### src/rtl/sprite_pkg.sv
// Shared constants and types for the sprite line fetcher.
// Slot count, sprite height and ROM address width are fixed here for the whole slice.
package sprite_pkg;

   localparam int NUM_SPRITES = 4;
   localparam int SPRITE_H    = 32;
   localparam int ROM_AW      = 7;

   typedef struct packed {
      logic              en;
      logic [9:0]        x;
      logic [9:0]        y;
      logic [ROM_AW-1:0] base;
   } sprite_attr_t;

   typedef enum logic [2:0] {
      IDLE,
      SCAN,
      WAIT,
      CAPTURE,
      COMMIT
   } fetch_state_t;

endpackage

### src/rtl/sprite_hit_check.sv
// Combinational vertical hit test for one sprite slot against a target line.
// The bottom edge is formed at 11 bits so y near 1023 cannot wrap into a false hit.
module sprite_hit_check
   import sprite_pkg::*;
(
   input  sprite_attr_t i_attr,
   input  logic [9:0]   i_line,
   output logic         o_hit,
   output logic [9:0]   o_row_offset
);

   logic [10:0] w_line_ext;
   logic [10:0] w_y_end;
   logic        w_unused_x;

   assign w_line_ext   = {1'b0, i_line};
   assign w_y_end      = {1'b0, i_attr.y} + 11'(SPRITE_H);
   assign o_row_offset = i_line - i_attr.y;
   assign o_hit        = i_attr.en && (i_line >= i_attr.y) && (w_line_ext < w_y_end);

   // Horizontal position plays no part in the vertical test.
   assign w_unused_x   = ^i_attr.x;

endmodule

### src/rtl/sprite_line_fetcher.sv
// Per-scanline sprite row fetcher: scans shadowed attributes during hblank, reads one
// ROM row per visible slot, then commits every slot's row to the line registers together.
module sprite_line_fetcher
   import sprite_pkg::*;
#(
   parameter int ROM_LAT = 1
)(
   input  logic                               Clk,
   input  logic                               Reset,
   input  logic                               frame_start,
   input  logic                               line_start,
   input  logic [9:0]                         next_line,
   input  logic [NUM_SPRITES-1:0]             spr_en,
   input  logic [NUM_SPRITES-1:0][9:0]        spr_x,
   input  logic [NUM_SPRITES-1:0][9:0]        spr_y,
   input  logic [NUM_SPRITES-1:0][ROM_AW-1:0] spr_base,
   output logic [ROM_AW-1:0]                  rom_addr,
   input  logic [31:0]                        rom_data,
   output logic [NUM_SPRITES-1:0][31:0]       row_data,
   output logic [NUM_SPRITES-1:0][9:0]        row_x,
   output logic [NUM_SPRITES-1:0]             row_valid,
   output logic                               busy,
   output logic                               done,
   output logic                               overrun
);

   localparam int IDX_W  = (NUM_SPRITES > 1) ? $clog2(NUM_SPRITES) : 1;
   localparam int WAIT_W = (ROM_LAT > 1) ? $clog2(ROM_LAT) : 1;
   localparam logic [IDX_W-1:0]  LAST_IDX  = IDX_W'(NUM_SPRITES - 1);
   localparam logic [WAIT_W-1:0] WAIT_INIT = WAIT_W'(ROM_LAT - 1);

   fetch_state_t                       r_state;
   logic [IDX_W-1:0]                   r_idx;
   logic [WAIT_W-1:0]                  r_wait_cnt;
   logic [9:0]                         r_line;
   sprite_attr_t [NUM_SPRITES-1:0]     r_shadow;
   logic [NUM_SPRITES-1:0][31:0]       r_stage_data;
   logic [NUM_SPRITES-1:0][9:0]        r_stage_x;
   logic [NUM_SPRITES-1:0]             r_stage_valid;
   logic [ROM_AW-1:0]                  r_rom_addr;
   logic [NUM_SPRITES-1:0][31:0]       r_row_data;
   logic [NUM_SPRITES-1:0][9:0]        r_row_x;
   logic [NUM_SPRITES-1:0]             r_row_valid;
   logic                               r_busy;
   logic                               r_done;
   logic                               r_overrun;

   sprite_attr_t [NUM_SPRITES-1:0]     w_attr_in;
   sprite_attr_t                       w_cur_attr;
   logic                               w_hit;
   logic [9:0]                         w_row_offset;
   logic [ROM_AW-1:0]                  w_hit_addr;
   logic                               w_unused_offset;

   genvar gi;
   generate
      for (gi = 0; gi < NUM_SPRITES; gi++) begin : g_attr
         assign w_attr_in[gi] = '{en: spr_en[gi], x: spr_x[gi], y: spr_y[gi], base: spr_base[gi]};
      end
   endgenerate

   assign w_cur_attr = r_shadow[r_idx];

   sprite_hit_check u_hit_check (
      .i_attr       (w_cur_attr),
      .i_line       (r_line),
      .o_hit        (w_hit),
      .o_row_offset (w_row_offset)
   );

   // Row address wraps modulo the ROM size; offsets never exceed SPRITE_H-1 anyway.
   assign w_hit_addr      = w_cur_attr.base + w_row_offset[ROM_AW-1:0];
   assign w_unused_offset = ^w_row_offset[9:ROM_AW];

   always_ff @(posedge Clk or posedge Reset) begin
      if (Reset) begin
         r_shadow <= '0;
      end else if (frame_start) begin
         r_shadow <= w_attr_in;
      end
   end

   always_ff @(posedge Clk or posedge Reset) begin
      if (Reset) begin
         r_state       <= IDLE;
         r_idx         <= '0;
         r_wait_cnt    <= '0;
         r_line        <= '0;
         r_stage_data  <= '0;
         r_stage_x     <= '0;
         r_stage_valid <= '0;
         r_rom_addr    <= '0;
         r_row_data    <= '0;
         r_row_x       <= '0;
         r_row_valid   <= '0;
         r_busy        <= 1'b0;
         r_done        <= 1'b0;
         r_overrun     <= 1'b0;
      end else begin
         r_done <= 1'b0;
         if (frame_start) begin
            r_overrun <= 1'b0;
         end
         // A late line_start is dropped; flagging it wins over a same-cycle clear.
         if (line_start && (r_state != IDLE)) begin
            r_overrun <= 1'b1;
         end

         case (r_state)
            IDLE: begin
               if (line_start) begin
                  r_line        <= next_line;
                  r_idx         <= '0;
                  r_stage_valid <= '0;
                  r_busy        <= 1'b1;
                  r_state       <= SCAN;
               end
            end

            SCAN: begin
               if (w_hit) begin
                  r_rom_addr <= w_hit_addr;
                  r_wait_cnt <= WAIT_INIT;
                  r_state    <= WAIT;
               end else begin
                  r_stage_valid[r_idx] <= 1'b0;
                  r_stage_data[r_idx]  <= '0;
                  r_stage_x[r_idx]     <= '0;
                  if (r_idx == LAST_IDX) begin
                     r_state <= COMMIT;
                  end else begin
                     r_idx <= r_idx + 1'b1;
                  end
               end
            end

            WAIT: begin
               if (r_wait_cnt == '0) begin
                  r_state <= CAPTURE;
               end else begin
                  r_wait_cnt <= r_wait_cnt - 1'b1;
               end
            end

            CAPTURE: begin
               r_stage_data[r_idx]  <= rom_data;
               r_stage_x[r_idx]     <= w_cur_attr.x;
               r_stage_valid[r_idx] <= 1'b1;
               if (r_idx == LAST_IDX) begin
                  r_state <= COMMIT;
               end else begin
                  r_idx   <= r_idx + 1'b1;
                  r_state <= SCAN;
               end
            end

            COMMIT: begin
               r_row_data  <= r_stage_data;
               r_row_x     <= r_stage_x;
               r_row_valid <= r_stage_valid;
               r_done      <= 1'b1;
               r_busy      <= 1'b0;
               r_state     <= IDLE;
            end

            default: begin
               r_busy  <= 1'b0;
               r_state <= IDLE;
            end
         endcase
      end
   end

   assign rom_addr  = r_rom_addr;
   assign row_data  = r_row_data;
   assign row_x     = r_row_x;
   assign row_valid = r_row_valid;
   assign busy      = r_busy;
   assign done      = r_done;
   assign overrun   = r_overrun;

endmodule
### config.mk
export PLATFORM = sky130hd
export DESIGN_NAME = sprite_line_fetcher
export DESIGN_NICKNAME = d
export VERILOG_FILES = /design/src/rtl/sprite_pkg.sv /design/src/rtl/sprite_hit_check.sv /design/src/rtl/sprite_line_fetcher.sv
export SDC_FILE = /design/constraint.sdc
export NUM_CORES = 1
export LEC_CHECK = 0
export CORE_ASPECT_RATIO = 0.75
export CORE_UTILIZATION = 45
export CTS_CLUSTER_DIAMETER = 80
export CTS_CLUSTER_SIZE = 20
export DETAILED_ROUTE_END_ITERATION = 7
export PLACE_DENSITY = 0.8
export SETUP_SLACK_MARGIN = 0.4
export SLEW_MARGIN = 30
export SYNTH_ARGS = -nofsm -noshare
export SYNTH_HDL_FRONTEND = slang
export SYNTH_HIERARCHICAL = 1
export SYNTH_SLANG_ARGS = --single-unit
### constraint.sdc
create_clock -name Clk -period 24.1 [get_ports Clk]
set_input_delay 7.23 -clock Clk [delete_from_list [all_inputs] [get_ports Clk]]
set_output_delay 7.23 -clock Clk [all_outputs]
set_load 0.005 [all_outputs]
# Word-level counts from Yosys, hierarchy flattened
# Cells that the tools add are included.
dict set report op_classes {
  magnitude_cmp 4
  addsub 5
  reduce_logical 18
  bitwise_logic 8
  n_mux 35
  n_eq_ne 10
}
# cell count
set op_table {}
lappend op_table {{case mux 128 bit (2 select lines)} 1}
lappend op_table {{bitwise AND 128 bit} 1}
lappend op_table {{bitwise mux 128 bit} 1}
lappend op_table {{two-way mux 128 bit} 1}
lappend op_table {{NOT 128 bit} 1}
lappend op_table {{case mux 40 bit (2 select lines)} 1}
lappend op_table {{demux 32 bit (select 2 bit)} 1}
lappend op_table {{binary-select mux 28 bit (select 2 bit)} 1}
lappend op_table {{bitwise AND 40 bit} 1}
lappend op_table {{bitwise mux 40 bit} 1}
lappend op_table {{two-way mux 40 bit} 1}
lappend op_table {{NOT 40 bit} 1}
lappend op_table {{two-way mux 32 bit} 1}
lappend op_table {{two-way mux 28 bit} 1}
lappend op_table {{demux 10 bit (select 2 bit)} 1}
lappend op_table {{two-way mux 3 bit} 5}
lappend op_table {{case mux 3 bit (4 select lines)} 1}
lappend op_table {{case mux 4 bit (3 select lines)} 1}
lappend op_table {{adder 10 x 6 -> 11 bit (second input constant)} 1}
lappend op_table {{less-than comparator 10 x 11 -> 1 bit} 1}
lappend op_table {{greater-or-equal comparator 10 bit} 1}
lappend op_table {{two-way mux 10 bit} 1}
lappend op_table {{AND reduction 2 bit} 5}
lappend op_table {{two-way mux 4 bit} 2}
lappend op_table {{28 further kinds} 47}
dict set report word_totals {
  wordCells 122
  out_inout_bits 182
  regBits 482
  inputBits 158
}

# Logic depth before layout (Yosys ltp)
# Gate-level depths: netlist of the first run.
dict set report depth {
  ltp_word 8
  mapped_depth 18
  depth_no_buf 14
}

# By module
# Netlist of the first run, hierarchy kept.
# module area_per_inst_um2 cells_each seq_area_each_um2 instances
set modules_own_cells {}
lappend modules_own_cells {sprite_line_fetcher 18770.5 1192 12036.5 1}
lappend modules_own_cells {sprite_hit_check 670.6 91 0.0 1}

# Worst setup path before layout of the first run
# Ideal clock, no wire load.
dict set report synth_timing {
  path_kind {input-to-reg}
  startpoint {in frame_start}
  endpoint {reg r_shadow[101] in the netlist's numbering}
  stages 4
  t_required_ps 23975
  setup_time_ps 125
  t_arrival_ps 8233
  path_slack_ps 15742
  path_buffers 3
  path_cell_list {clkbuf_1 clkbuf_1 buf_2 mux2_2}
}
# item line
set synth_rtl {}
lappend synth_rtl {{start: declaration} sprite_line_fetcher.sv:10} ;# input logic frame_start,
lappend synth_rtl {{end signal: assignment} sprite_line_fetcher.sv:79} ;# r_shadow <= w_attr_in;
lappend synth_rtl {{end: declaration} sprite_line_fetcher.sv:36} ;# sprite_attr_t [NUM_SPRITES-1:0] r_shadow;
# No word-level cell between the ends.

==> results by stage, run 1 <==
STA:
- Static timing analysis puts the maximum clock frequency at 102 MHz.
- The setup clock skew after layout is 0.0143 ns.
- Setup violations remaining at the end of the flow were counted as 0.
- Dividing the final minimum period by the clock period gives about two fifths.
- The worst-margin pin slew is 0.965 ns.
- The worst path needs 9.79 ns of the cycle, external delays included.
- The final max-slew violation count is 0.
- The count of final hold-check violations is 0.
- The normalized max-slew margin is 35.6%.
- The sum of negative setup slack is 0 ns.
- Setup repair after global routing left no endpoint under its margin.

Drt:
- The routed length per placed instance is 21.6 um.
- The detailed router's first-iteration violation count is 688.
- The remaining number of nets flagged by the antenna check after routing is 0.
- The detailed-router iteration count before antenna repair is 5.
- The DRC violation count after routing is 0.
- Dividing the detail-routed via count by the number of cells gives 5.61.
- Detailed routing inserted a total of 12000 vias.
- The aggregate routed wire length is 46100 um.

Power:
- For this design the ratio of total power to cell area is 120 nW/um^2.
- The leakage power figure is 10.7 nW.
- The design draws 2.87 mW.
- The worst supply voltage drop on vdd is between 70 and 80 uV.

Floorplan:
- The number of rows in the core area is 65.
- The die outline area is about 44000 sq um.
- The height of the die is 181 um.
- The horizontal die dimension is 241 um.
- The number of I/O pins is 340.
- The initial utilization of the core area, before any placement, comes to a little under half.
- The floorplan step defined a core boundary enclosing between 40000 and 50000 sq um.

Finish:
- 0 antenna diodes ended up in the layout.
- Fill cells in the final layout number 3295.
- Leaving out fill and tap cells, the most frequent cells in the layout are 480 x sky130_fd_sc_hd__dfrtp_1, 338 x sky130_fd_sc_hd__clkdlybuf4s50_1, 296 x sky130_fd_sc_hd__mux2_2.
- The most common cell after layout, fill and taps aside is sky130_fd_sc_hd__dfrtp_1.
- The multi-input combinational cells in the finished layout cover a total of between 6000 and 7000 sq um.
- The ratio of cells with drive above 1 in the final layout is 25.3%.
- The area added between synthesis and finish is 23.6%.
- Summing all flip-flop and latch instances after layout gives about 12000 sq um.
- For this run, the post-layout net count is 1749.

Worst setup path:
- The worst setup path is of the primary input to async pin kind.
- The combined buffer and inverter count along the critical path is 5.
- In this run the worst path has a maximum fanout of 144.
- The worst setup path is captured at an async pin.
- The data required time of the worst path is 24.74 ns.
- The signal on the critical path passes through clkdlybuf4s50_1 -> inv_8 -> buf_4 -> buf_12 -> buf_6.
- The standard cell with the maximum stage delay on the critical path is sky130_fd_sc_hd__buf_4.
- STA puts the critical path data arrival time at 10.43 ns.
- Grouping stages by cell kind, the critical path spends the most delay in buffers and inverters.
- STA classifies the critical path startpoint as a primary input.
- For this run, the slowest stage of the critical path takes around 0.74 ns.

Clock network:
- No sink is reached through more buffers than the 3 on the longest clock path.
- Clock-pin slew was measured on the worst setup and hold paths at 0.08 ns.
- Once the clock tree was built, the resizer swapped 0 gates to a different size.
- The sink count of the clock tree is 481.
- The buffers inserted during post-CTS setup optimization is 0.
- The number of hold buffers added after CTS was 0.
- In this run the number of H-tree levels came out at 1.
- The latest clock arrival within the worst-skew pair is 0.58 ns.
- TritonCTS built the clock tree.
- TritonCTS created 28 clock buffers.
- The clock tree root driver cell is sky130_fd_sc_hd__clkbuf_16.

Global routing:
- The pin count of the biggest net entering global routing is approximately 150.
- The first global-routing pass estimated 73000 um of wire.
- The via count of the first global-routing pass is roughly 13000.
- The combined global-route utilization of all metal layers is about a fifth.
- The residual overflow from global routing is 0.
- The number of antenna violations at the first check in global routing is 0.

Job:
- The tool flagged a number of max-cap violations equal to 0.

Logic synthesis:
- The mean cell area of the mapped netlist is between 15 and 20 sq um.
- The number of nets handed over by synthesis was around 1500.
- The Yosys step of the flow raised 6 warnings.
- Summing every instance area after synthesis gives slightly below 20000 sq um.
- Synthesis produced a netlist whose cell count is between 1000 and 1500.

Placed design:
- The weighted congestion reported at the end of routability-driven placement is 0.806.
- The number of port buffers is 339.
- Once detailed placement completed, the half-perimeter wirelength came to slightly above 30000 um.

Outcome:
- The flow ran to the end, and the final reports show no timing, DRC or antenna violations.

Min path:
- In this run the worst hold path is classified as flip-flop to flip-flop.
-- layer usage --
metal / GRT usage (%) / wire [um] / vias to the layer above / part of all wire [%]
met4: 6.00 / 1350 / 0 / 2.9
met5: 0 / 0 / - / 0
li1: - / - / 5250 / -
met2: 34.7 / 22500 / 340 / 49
met3: 2.98 / 1950 / 72 / 4.2
met1: 30.1 / 20200 / 6328 / 44
-- area by class of cell --
cell class / count / area share, %
clock inverters: 2 / 0.0839
repair buffers: 356 / 14.8
flip-flops and latches: 481 / 50.4
multi-input cells: 672 / 28.1
inverters: 24 / 0.409
well taps: 569 / 2.98
clock buffers: 32 / 3.13
-- path summary, 6_finish.rpt --
path / cells after the start / to / from / slack [ns]
max reg2reg: 13 / r_stage_x[36]$_DFFE_PP0P_ / r_idx[1]$_DFFE_PP0P_ / 19.64
min in group asynchronous: 2 / row_x[4]$_DFFE_PP0P_ / Reset / 7.24
min: 2 / r_stage_x[18]$_DFFE_PP0P_ / r_stage_x[18]$_DFFE_PP0P_ / 0.48
max: 5 / r_stage_data[22]$_DFFE_PP0P_ / Reset / 14.31
min reg2reg: 2 / r_stage_x[18]$_DFFE_PP0P_ / r_stage_x[18]$_DFFE_PP0P_ / 0.48
max in group Clk: 1 / row_valid[1] / row_valid[1]$_DFFE_PP0P_ / 15.33
-- power breakdown --
part,internal [mW],total [mW],switching [mW]
clock network,0.219,0.475,0.256
registers,1.05,1.20,0.153
logic,0.607,1.19,0.579
-- flip-flops by register name, summed over array words and instances, names as in the netlist --
register,flops
busy,1
done,1
overrun,1
r_idx,2
r_line,10
r_shadow,112
r_stage_data,128
r_stage_valid,4
r_stage_x,40
r_state,3
rom_addr,7
row_data,128
row_valid,4
row_x,40
-- worst reg2reg max path, cell delays in order (launching register included) --
cell and delay, ns:
sky130_fd_sc_hd__dfrtp_1 0.84, sky130_fd_sc_hd__mux4_2 0.43, sky130_fd_sc_hd__ha_1 0.24, sky130_fd_sc_hd__fa_1 0.40, sky130_fd_sc_hd__nand2b_1 0.16, sky130_fd_sc_hd__a21oi_1 0.27, sky130_fd_sc_hd__a41oi_1 0.08, sky130_fd_sc_hd__o21ai_0 0.20
sky130_fd_sc_hd__o311a_1 0.29, sky130_fd_sc_hd__nor2b_2 0.30, sky130_fd_sc_hd__nor2_2 0.11, sky130_fd_sc_hd__nand2_2 0.35, sky130_fd_sc_hd__buf_4 0.49, sky130_fd_sc_hd__a22o_1 0.23
-- per-stage QoR --
| stage | utilization, % | worst slack [ns] | cells | instance area (sq um) | hold slack (ns) |
|---|---|---|---|---|---|
| 2_1_floorplan | - | 3.45 | 1264 | 19300 | 0.444 |
| 6_report | 56.5 | 14.31 | 2136 | 23900 | 0.480 |
| 3_5_place_dp | 54.7 | 13.18 | 2102 | 23100 | 0.464 |
| 4_1_cts | 56.5 | 13.81 | 2136 | 23900 | 0.484 |
| 5_1_grt | 56.5 | 13.78 | 2136 | 23900 | 0.503 |
| 3_3_place_gp | 54.7 | 13.28 | 2102 | 23100 | 0.456 |
(Power assumes the default switching activity.)
==> run 2, diff against run 1 <==
- PLACE_DENSITY: 0.8 -> 0.82
- clock period: 24.1 -> 8.05 ns (I/O delays scaled with it)
==> run 2 against run 1 <==
  * Non-clock buffer count shrank 3
  * Final area grew 0.19%
  * Register-to-register slack lost 16 ns
  * Clock skew grew 0.011 ns
  * Worst setup slack lost 11 ns
  * Count of clock-buffer cells in the layout shrank 2
  * Utilization grew 0.11 points
  * Flip-flop and latch count is the same
  * Critical endpoint is now rom_addr[5]$_DFFE_PP0P_
==> results by stage, run 2 (synthesized netlist as in run 1, its figures left out) <==
Drt:
- The aggregate routed wire length is 46600 um (+1.2%).
- The DRC violation count after routing is 0 (unchanged).
- The detailed-router iteration count before antenna repair came to 5 (unchanged).
- The vias after detailed routing is 12000 (-0.033%).
- The routed length per placed instance is 21.8 um (+1.3%).
- The detailed router's first-iteration violation count came to 848 (+23%).
- The average via count per standard cell is 5.62 (+0.11%).
- The remaining number of nets flagged by the antenna check after routing is 0 (unchanged).

Worst setup path:
- The kind of capture point of the worst setup path is a flip-flop.
- Traced cell by cell, the critical path runs through buf_4 -> mux4_2 -> fa_1 -> nand2b_1 -> a21oi_1 -> a41oi_1 -> o21ai_0 -> o311a_1 -> nor2b_2 -> nand3_2 -> or4b_1 -> nand3_1.
- The cell count along the critical path is 12 (+7).
- In this run the critical register-to-register path is launched from r_idx[1]$_DFFE_PP0P_.
- The most critical setup path has its startpoint at r_idx[1]$_DFFE_PP0P_.
- The startpoint type of the worst setup path is a flip-flop.
- The standard cell with the maximum stage delay on the critical path is sky130_fd_sc_hd__dfrtp_1.
- The maximum net fanout on the critical path is 23 (-84%).
- The combined buffer and inverter count along the critical path is 1 (-4).
- Broken down by cell family, the worst path's largest delay share belongs to simple AND/OR/NAND/NOR gates.
- The capture instance of the worst register-to-register path is rom_addr[5]$_DFFE_PP0P_.
- The arrival time at the worst endpoint is 4.79 ns (-5.64 ns).
- Following the worst setup path forward leads to its endpoint at rom_addr[5]$_DFFE_PP0P_.
- The critical path is of the flip-flop to flip-flop type.
- The data required time of the worst path is 8.57 ns (-16.17 ns).
- The cell depth of the worst flop-to-flop path was 12 (-1).
- The worst stage delay on the critical path is 0.64 ns (-0.10 ns).
- The slack of the worst reg-to-reg path was 3.79 ns (-15.85 ns).

Placed design:
- The number of port buffers is 339 (unchanged).
- The post-detailed-placement half-perimeter wirelength is 30700 um (+0.97%).
- The placement-stage worst setup slack is 3.76 ns (-9.43 ns).
- The weighted congestion reported at the end of routability-driven placement came to 0.830 (+3.0%).

Global routing:
- The via count of the first global-routing pass came to 12600 (+0.024%).
- The residual overflow from global routing is 0 (unchanged).
- The combined global-route utilization of all metal layers came to 21.7% (+0.31 points).
- The number of antenna violations at the first check in global routing is 0 (unchanged).
- The global-route wire length before repair is 74000 um (+1.4%).
- The pin count of the biggest net entering global routing is 166 (+14%).

Clock network:
- The clock-pin transition on the worst setup and hold timing paths came to 0.09 ns (about the same).
- The tree is rooted in a sky130_fd_sc_hd__clkbuf_16.
- The number of hold-repair buffers added at the cts stage is 0 (unchanged).
- The latest clock arrival within the worst-skew pair was 0.58 ns (about the same).
- The TritonCTS buffer count is 29 (+3.6%).
- The post-cts gate resize count is 0 (unchanged).
- The buffers inserted during post-CTS setup optimization is 0 (unchanged).
- The sink count of the clock tree is 481 (unchanged).
- The total number of H-tree levels is 1 (unchanged).
- The maximum buffer depth of the clock tree is 3 (unchanged).
- The clock tree from TritonCTS is built.

STA:
- The count of final hold-check violations was 0 (unchanged).
- The normalized max-slew margin is 39.3% (+3.7 points).
- The highest achievable clock rate is 235 MHz.
- The worst-margin pin slew came to 0.910 ns (-0.0554 ns).
- The worst hold slack after final layout came to 0.480 ns (-0.000254 ns).
- The share of the clock period used by the worst path after layout is 53.0%.
- Setup repair after global routing left no endpoint under its margin.
- The setup clock skew after layout is 0.0254 ns (+0.0111 ns).
- The final max-slew violation count is 0 (unchanged).
- The post-layout worst setup margin was 3.79 ns (-10.52 ns).
- The final period demand of the worst path is 4.26 ns.
- The number of setup violations in the final report is 0 (unchanged).

Finish:
- The library cells used most frequently in the layout, excluding fill and tap cells, are 480 x sky130_fd_sc_hd__dfrtp_1, 338 x sky130_fd_sc_hd__clkdlybuf4s50_1, 296 x sky130_fd_sc_hd__mux2_2.
- The most common cell after layout, fill and taps aside is sky130_fd_sc_hd__dfrtp_1.
- The number of filler cells placed in the layout is 3243 (-1.6%).
- The antenna diode count is 0 (unchanged).
- The ratio of cells with drive above 1 in the final layout was 25.1% (-0.21 points).
- The net count reported at finish is 1747 (-0.11%).
- Compared with the post-synthesis result, the final layout area differs by 23.8%.

Outcome:
- The flow ran to the end, and the final reports show no timing, DRC or antenna violations.

Floorplan:
- The starting density of the core is 45.8% (unchanged).
- The die outline area is 43800 sq um (unchanged).
- The number of I/O pins was 340 (unchanged).
- The horizontal die dimension came to 241 um (unchanged).
- The height of the die is 181 um (unchanged).
- The number of rows in the core area is 65 (unchanged).
- The area of the placeable core is 42200 sq um (unchanged).

Job:
- The count of max-cap constraint violations is 0 (unchanged).

Power:
- The leakage power figure is 10.7 nW (+0.22%).
- The power density over the cells is 361 nW/um^2 (+200%).
- The worst supply voltage drop on vdd was 289 uV (+300%).

Min path:
- The worst hold path belongs to the class flip-flop to flip-flop.
==> run 2: cell count changes in the layout (fill, tap and decap cells not counted), moves of 2 or more <==
cell                      before  now
sky130_fd_sc_hd__or2_2         2    0
sky130_fd_sc_hd__buf_6         3    1
sky130_fd_sc_hd__inv_6         0    2
sky130_fd_sc_hd__buf_12        1    3
sky130_fd_sc_hd__nand2_4       0    4
sky130_fd_sc_hd__inv_8         2    0
sky130_fd_sc_hd__buf_4        14   10
sky130_fd_sc_hd__nand2_2       4    0
sky130_fd_sc_hd__or2_1         1    3
sky130_fd_sc_hd__inv_12        0    2
==> run 2: final cells by class <==
class | instances | area (sq um) | area share (%)
well taps | 569 | 712 | 2.98
clock inverters | 4 | 50.0 | 0.209
clock buffers | 30 | 729 | 3.05
repair buffers | 353 | 3560 | 14.9
multi-input cells | 672 | 6730 | 28.1
inverters | 24 | 93.8 | 0.393
flip-flops and latches | 481 | 12000 | 50.4
==> run 2: worst min-delay path by stage <==
stage / end / startpoint / depth (start not counted) / slack (ns)
after global placement: r_stage_x[21]$_DFFE_PP0P_ / r_stage_x[21]$_DFFE_PP0P_ / 2 / 0.46
after global routing: r_stage_data[51]$_DFFE_PP0P_ / r_stage_data[51]$_DFFE_PP0P_ / 1 / 0.50
after floorplan: r_stage_valid[3]$_DFFE_PP0P_ / r_stage_valid[3]$_DFFE_PP0P_ / 1 / 0.44
after detailed placement: r_stage_x[28]$_DFFE_PP0P_ / r_stage_x[28]$_DFFE_PP0P_ / 2 / 0.46
final: r_stage_x[18]$_DFFE_PP0P_ / r_stage_x[18]$_DFFE_PP0P_ / 2 / 0.48
after CTS: r_stage_x[28]$_DFFE_PP0P_ / r_stage_x[28]$_DFFE_PP0P_ / 2 / 0.49
==> run 2: power by group <==
| group | total (mW) | internal [mW] | switching, mW |
|---|---|---|---|
| clock network | 1.45 | 0.655 | 0.790 |
| logic | 3.59 | 1.82 | 1.76 |
| registers | 3.61 | 3.15 | 0.459 |
==> run 2: through the flow <==
stage                     total power [mW]  instances  setup TNS [ns]  utilization [%]  cell area (sq um)
after floorplan                       5.73       1264         -425.07                -              19300
after global placement                7.08       2098               0             54.7              23100
after detailed placement              7.24       2098               0             54.7              23100
after CTS                             8.71       2132               0             56.6              23900
after global routing                  9.16       2133               0             56.6              23900
final                                 8.64       2133               0             56.6              23900
==> run 2: metal layers <==
metal | routed length (um) | global-route usage (%)
met4 | 1380 | 5.97
met5 | 0 | 0
met2 | 22300 | 34.2
met1 | 21000 | 31.4
met3 | 1980 | 3.12
==> run 2: tightest hold or removal path: stages, from the launching register on <==
cell	delay, ns
sky130_fd_sc_hd__dfrtp_1	0.34
sky130_fd_sc_hd__nand2_1	0.05
sky130_fd_sc_hd__o21ai_0	0.06
